File: src/rtl/mips_mem_pkg.sv
// mips_mem_pkg: shared types for the MEM-stage load/store unit
//   mem_op_e  : memory operation carried from EX/MEM (unused codes 9-15 act as MEM_NONE)
//   EXC_*     : address exception codes reported on exc_code
//   state_e   : RUN accepts instructions, EXC holds a pending address exception
package mips_mem_pkg;

    typedef enum logic [3:0] {
        MEM_NONE = 4'd0,
        LB       = 4'd1,
        LBU      = 4'd2,
        LH       = 4'd3,
        LHU      = 4'd4,
        LW       = 4'd5,
        SB       = 4'd6,
        SH       = 4'd7,
        SW       = 4'd8
    } mem_op_e;

    localparam logic [1:0] EXC_NONE = 2'd0;
    localparam logic [1:0] EXC_ADEL = 2'd1;
    localparam logic [1:0] EXC_ADES = 2'd2;

    typedef enum logic {
        RUN = 1'b0,
        EXC = 1'b1
    } state_e;

    function automatic logic op_is_load(logic [3:0] op);
        return op inside {LB, LBU, LH, LHU, LW};
    endfunction

    function automatic logic op_is_store(logic [3:0] op);
        return op inside {SB, SH, SW};
    endfunction

endpackage

File: src/rtl/load_align.sv
// load_align: selects the addressed byte/half/word of a RAM word and extends it
//   op   in  4   memory op
//   off  in  2   byte offset within the word
//   word in  32  RAM read data
//   res  out 32  sign/zero-extended load result (word for LW and non-load ops)
module load_align
    import mips_mem_pkg::*;
(
    input  logic [3:0]  op,
    input  logic [1:0]  off,
    input  logic [31:0] word,
    output logic [31:0] res
);
    logic [7:0]  b;
    logic [15:0] h;

    assign b = word[8*off +: 8];
    assign h = off[1] ? word[31:16] : word[15:0];

    always_comb
        res = (op == LB)  ? {{24{b[7]}}, b}  :
              (op == LBU) ? {24'b0, b}        :
              (op == LH)  ? {{16{h[15]}}, h} :
              (op == LHU) ? {16'b0, h}        : word;
endmodule

File: src/rtl/mem_stage_lsu.sv
// mem_stage_lsu: MIPS MEM-stage load/store unit with MEM/WB output register
//   clk, rst(async, active-low), flush
//   in_valid/in_ready, in_op, in_addr, in_wdata, in_alu, in_wb_en, in_wreg : EX/MEM side
//   ram_read_en, ram_write_en, ram_write_sel, ram_addr, ram_data_in, ram_data_out : byte-lane RAM
//   out_valid/out_ready, out_wb_en, out_wreg, out_wdata : MEM/WB side
//   exc_valid, exc_code, exc_badvaddr : pending address exception, held until flush
module mem_stage_lsu
    import mips_mem_pkg::*;
#(
    parameter int RAM_WORDS = 65536
) (
    input  logic        clk,
    input  logic        rst,
    input  logic        flush,
    input  logic        in_valid,
    output logic        in_ready,
    input  logic [3:0]  in_op,
    input  logic [31:0] in_addr,
    input  logic [31:0] in_wdata,
    input  logic [31:0] in_alu,
    input  logic        in_wb_en,
    input  logic [4:0]  in_wreg,
    output logic        ram_read_en,
    output logic        ram_write_en,
    output logic [3:0]  ram_write_sel,
    output logic [31:0] ram_addr,
    output logic [31:0] ram_data_in,
    input  logic [31:0] ram_data_out,
    output logic        out_valid,
    input  logic        out_ready,
    output logic        out_wb_en,
    output logic [4:0]  out_wreg,
    output logic [31:0] out_wdata,
    output logic        exc_valid,
    output logic [1:0]  exc_code,
    output logic [31:0] exc_badvaddr
);
    // 33 bits so a RAM spanning the full 4 GiB still compares correctly
    localparam logic [32:0] ADDR_LIMIT = 33'(RAM_WORDS) * 33'd4;

    state_e      state;
    logic [1:0]  o;
    logic        is_load, is_store, misaligned, fault, accept, do_read, do_write;
    logic [3:0]  st_sel;
    logic [31:0] ld_res;

    assign o          = in_addr[1:0];
    assign is_load    = op_is_load(in_op);
    assign is_store   = op_is_store(in_op);
    assign misaligned = ((in_op inside {LH, LHU, SH}) & o[0]) |
                        ((in_op inside {LW, SW}) & (o != 2'b00));
    assign fault      = (is_load | is_store) & (misaligned | ({1'b0, in_addr} >= ADDR_LIMIT));

    assign in_ready = (state == RUN) & (~out_valid | out_ready) & ~flush;
    assign accept   = in_valid & in_ready;

    // rst gates the strobes so an asserted reset silences the RAM immediately
    assign do_read  = rst & accept & is_load & ~fault;
    assign do_write = rst & accept & is_store & ~fault;

    always_comb
        st_sel = (in_op == SB) ? 4'b0001 << o :
                 (in_op == SH) ? (o[1] ? 4'b1100 : 4'b0011) : 4'b1111;

    assign ram_read_en   = do_read;
    assign ram_write_en  = do_write;
    assign ram_write_sel = do_write ? st_sel : 4'b0000;
    assign ram_addr      = in_addr;
    assign ram_data_in   = (in_op == SB) ? {4{in_wdata[7:0]}}  :
                           (in_op == SH) ? {2{in_wdata[15:0]}} : in_wdata;

    load_align u_align (
        .op   (in_op),
        .off  (o),
        .word (ram_data_out),
        .res  (ld_res)
    );

    always_ff @(posedge clk or negedge rst) begin
        if (!rst) begin
            state        <= RUN;
            out_valid    <= 1'b0;
            out_wb_en    <= 1'b0;
            out_wreg     <= '0;
            out_wdata    <= '0;
            exc_valid    <= 1'b0;
            exc_code     <= EXC_NONE;
            exc_badvaddr <= '0;
        end else if (flush) begin
            state     <= RUN;
            out_valid <= 1'b0;
            exc_valid <= 1'b0;
            exc_code  <= EXC_NONE;
        end else if (accept & fault) begin
            // accept implies any held entry is being consumed this cycle
            state        <= EXC;
            out_valid    <= 1'b0;
            exc_valid    <= 1'b1;
            exc_code     <= is_load ? EXC_ADEL : EXC_ADES;
            exc_badvaddr <= in_addr;
        end else if (accept) begin
            out_valid <= 1'b1;
            out_wb_en <= in_wb_en & ~is_store;
            out_wreg  <= in_wreg;
            out_wdata <= is_load ? ld_res : in_alu;
        end else if (out_ready) begin
            out_valid <= 1'b0;
        end
    end
endmodule
File: config.mk
export PLATFORM = sky130hd
export DESIGN_NAME = mem_stage_lsu
export DESIGN_NICKNAME = d
export VERILOG_FILES = /design/src/rtl/mips_mem_pkg.sv /design/src/rtl/load_align.sv /design/src/rtl/mem_stage_lsu.sv
export SDC_FILE = /design/constraint.sdc
export NUM_CORES = 1
export LEC_CHECK = 0
export BUFFER_PORTS_ARGS = -buffer_cell sky130_fd_sc_hd__buf_2
export CORE_UTILIZATION = 30
export DETAILED_ROUTE_END_ITERATION = 8
export GPL_TIMING_DRIVEN = 0
export SYNTH_ARGS = -nofsm -noshare
export SYNTH_HDL_FRONTEND = slang
export SYNTH_SLANG_ARGS = --single-unit
File: constraint.sdc
create_clock -name clk -period 4.3 [get_ports clk]
set_clock_uncertainty 0.2 [all_clocks]
set_input_delay 0 -clock clk [delete_from_list [all_inputs] [get_ports clk]]
set_output_delay 0 -clock clk [all_outputs]
set_load 0.05 [all_outputs]
==> reports/metrics.csv <==
stage,metric,value,unit
clock_tree,htree_num_levels,3,
route,num_vias,5319,
synthesis,synth_top_area_cell,dfrtp_1,
worst_hold_path,worstHoldPathType,primary input to flop,
global_routing,grtUsageTotal,0.208,
synthesis,synth_flop_cell,dfrtp_1,
clock_tree,clk_pin_slew_worst_paths,0.06,ns
timing,setup_ws,1.38,ns
synthesis,syn-cell-area,4920,µm²
clock_tree,holdBufCountCts,94,
critical_path,max_stage_delay,0.56,ns
timing,maxSlewViolCount,0,
timing,fin_hold_ws,0.0112,ns
route,drt_wl_total,17900,µm
finish,fin_nets,1042,
route,drc,0,
timing,tightest_slew,0.824,ns
timing,setup_tns,0,ns
global_routing,grt_pass1_wl,26700,µm
timing,fin_crit,2.92,ns
timing,finalCritPeriodShare,0.678,
route,ant_nets,0,
finish,areaGrowthSynthToFinish,60.9,%
synthesis,syn_inst,508,
synthesis,ys_seq_area_frac,0.376,
place,place_congestion,0.836,
synthesis,async_reset_ff_frac,1.00,
finish,final_core_util,0.497,
place,io_buffers,285,
critical_path,critPathSlowestCell,dlygate4sd3_1,
clock_tree,cts_buffers,9,
synthesis,ys_types,53,
global_routing,antenna_found_initial,4,
critical_path,critPathKind,primary input to flop,
power,p_sw,1640,µW
clock_tree,cts_tree,built,
floorplan,die_w,130,µm
synthesis,synthesis.nets,651,
floorplan,dieArea,16900,µm²
route,via_per_inst,4.73,
timing,rsz0062_at_grt,no,
synthesis,synth_top_area_share,0.376,
finish,finalInstanceArea,7920,µm²
job,maxCapViolCount,0,
global_routing,grt_max_degree,60,
power,powerDensity,449,nW/µm²
clock_tree,clock_latency,0.35,ns
synthesis,synth_area_leaders,"dfrtp_1 38%, mux2_1 14%, buf_4 6.1%",
critical_path,start_kind,primary input,
power,power.leakage,0.00395,µW
critical_path,required,4.33,ns
timing,setup_viol,0,
place,hpwl,13300,µm
place,placed_area,6650,µm²
critical_path,cp_num_buf_inv,5,
timing,maxSlewHeadroom,0.449,
critical_path,arrival,2.95,ns
floorplan,core_area,15900,µm²
power,clkPwrFrac,0.231,
global_routing,grt_overflow,0,
route,drt_iter0_drc,285,
power,p_sw_frac,0.462,
critical_path,path_cells,"dlygate4sd3_1, buf_2, nor4_1, nand4_1, o31ai_4, nand2_2, buf_6, buf_6, o2bb2ai_1, dlygate4sd3_1",
timing,hold_viol,0,
floorplan,ios,288,
synthesis,ys_ff_latch,74,
global_routing,grt_pass1_vias,5162,
finish,drive_above_1_share,0.420,
clock_tree,cts_resized,0,
floorplan,num_rows,46,
critical_path,critPathTopFamily,buffers and inverters,
clock_tree,clkSinkCount,74,
outcome,outcome,"finished, final reports clean",
floorplan,die_h,130,µm
synthesis,ys_warn_count,0,
power,irDropWorstVdd,0.000227,V
synthesis,synth_edf_count,0,
clock_tree,root_buffer,clkbuf_16,
clock_tree,clockBufferDepth,2,
clock_tree,post-cts-setup-buffers,0,
power,power.share.combinational,0.489,
floorplan,start_util,0.309,
timing,fmax,343,MHz
power,p_int,1910,µW
route,dr.pass1.iters,4,
synthesis,avgSynthCellArea,9.69,µm²
critical_path,cp-end-kind,flop,
power,seq_power_share,0.280,
critical_path,path_max_fanout,10,
place,place_ws,1.85,ns
route,wl_per_cell,15.9,µm
metrics by stage:
step / std cells / power (µW)
3_3_place_gp: 1009 / 2630
5_1_grt: 1121 / 3720
4_1_cts: 1120 / 3580
6_report: 1124 / 3560
2_1_floorplan: 508 / 2210
3_5_place_dp: 1010 / 2650
flip-flops by register name (all words and copies together), names as in the netlist:
name / cells
out_valid: 1
exc_badvaddr: 32
out_wdata: 32
exc_valid: 1
out_wreg: 5
exc_code: 2
out_wb_en: 1
cell families after synthesis:
family / count (synthesis) / share of synthesized area
compound gates: 124 / 0.155
simple gates: 114 / 0.112
mux: 101 / 0.241
xor+xnor: 2 / 0.00356
flops: 74 / 0.376
buf+inv: 93 / 0.113
cells in the final DEF (no fill, tap or decap), types with 3 or more instances in the layout:
cell type | netlist | routed
a21oi_1 | 31 | 31
a22oi_1 | 7 | 7
a32oi_1 | 7 | 7
and2_1 | 4 | 4
buf_1 | 3 | 3
buf_2 | 7 | 291
buf_4 | 40 | 41
buf_6 | 6 | 6
clkbuf_1 | 19 | 20
clkbuf_16 | 0 | 9
dfrtp_1 | 74 | 74
diode_2 | 0 | 4
dlygate4sd3_1 | 0 | 94
inv_1 | 16 | 16
mux2_1 | 61 | 61
mux2_2 | 9 | 9
mux2i_1 | 24 | 24
mux4_2 | 7 | 7
nand2_1 | 61 | 61
nand2b_1 | 5 | 5
nor2_1 | 18 | 18
nor2b_1 | 3 | 3
nor4_1 | 3 | 3
o21ai_0 | 54 | 54
o22ai_1 | 7 | 7
or3b_1 | 3 | 3
power groups by stage:
stage                     clock, µW  combinational (µW)  sequential (µW)
final                           823                1740              994
after global placement            0                1630              999
after global routing            869                1830             1020
after floorplan                   0                 466             1740
after detailed placement          0                1650             1010
after CTS                       845                1740              994
path summary, 6_finish.rpt:
kind / start / end / slack [ns] / depth (start not counted)
max: in_addr[31] / out_wdata[15] / 1.38 / 10
min: ram_data_out[29] / out_wdata[29] / 0.01 / 6
max reg2reg: out_valid / out_wdata[15] / 1.68 / 9
min reg2reg: exc_badvaddr[11] / exc_badvaddr[11] / 0.28 / 1
max in group asynchronous: rst / out_wdata[19] / 2.10 / 4
min in group asynchronous: rst / out_wreg[2] / 0.59 / 4
synth_stat cells, drive strengths merged, types with 7 or more instances:
cell,instances
buf,56
dfrtp,74
a21oi,32
clkbuf,20
inv,16
a32oi,7
nand2,62
nor2,19
o22ai,7
mux4,7
o21ai,54
mux2i,24
mux2,70
a22oi,7
layout make-up:
class                   instances  area (µm²)
multi-input cells             341        2520
clock inverters                 6        90.1
flip-flops and latches         74        1850
clock buffers                  10         229
well taps                     216         270
fillers                      1529        8020
inverters                      17        63.8
plain buffers                  76         490
diodes                          4        10.0
repair buffers                380        2400
routing by layer:
metal  global-route usage  share of wire  up-vias
li1                     -              -     2550
met1                0.243           0.41     2525
met2                0.369           0.51      219
met4               0.0677          0.017        0
met5                    0              0        -
met3               0.0533          0.067       25
worst min-delay path, delay by kind of cell:
kind                   cells  cell delay, ns
AO/OA/AOI/OAI              3            0.25
multiplexers               1            0.12
buffers and inverters      1            0.11
AND/OR/NAND/NOR            1            0.05
Power figures use the tool's default switching activity.
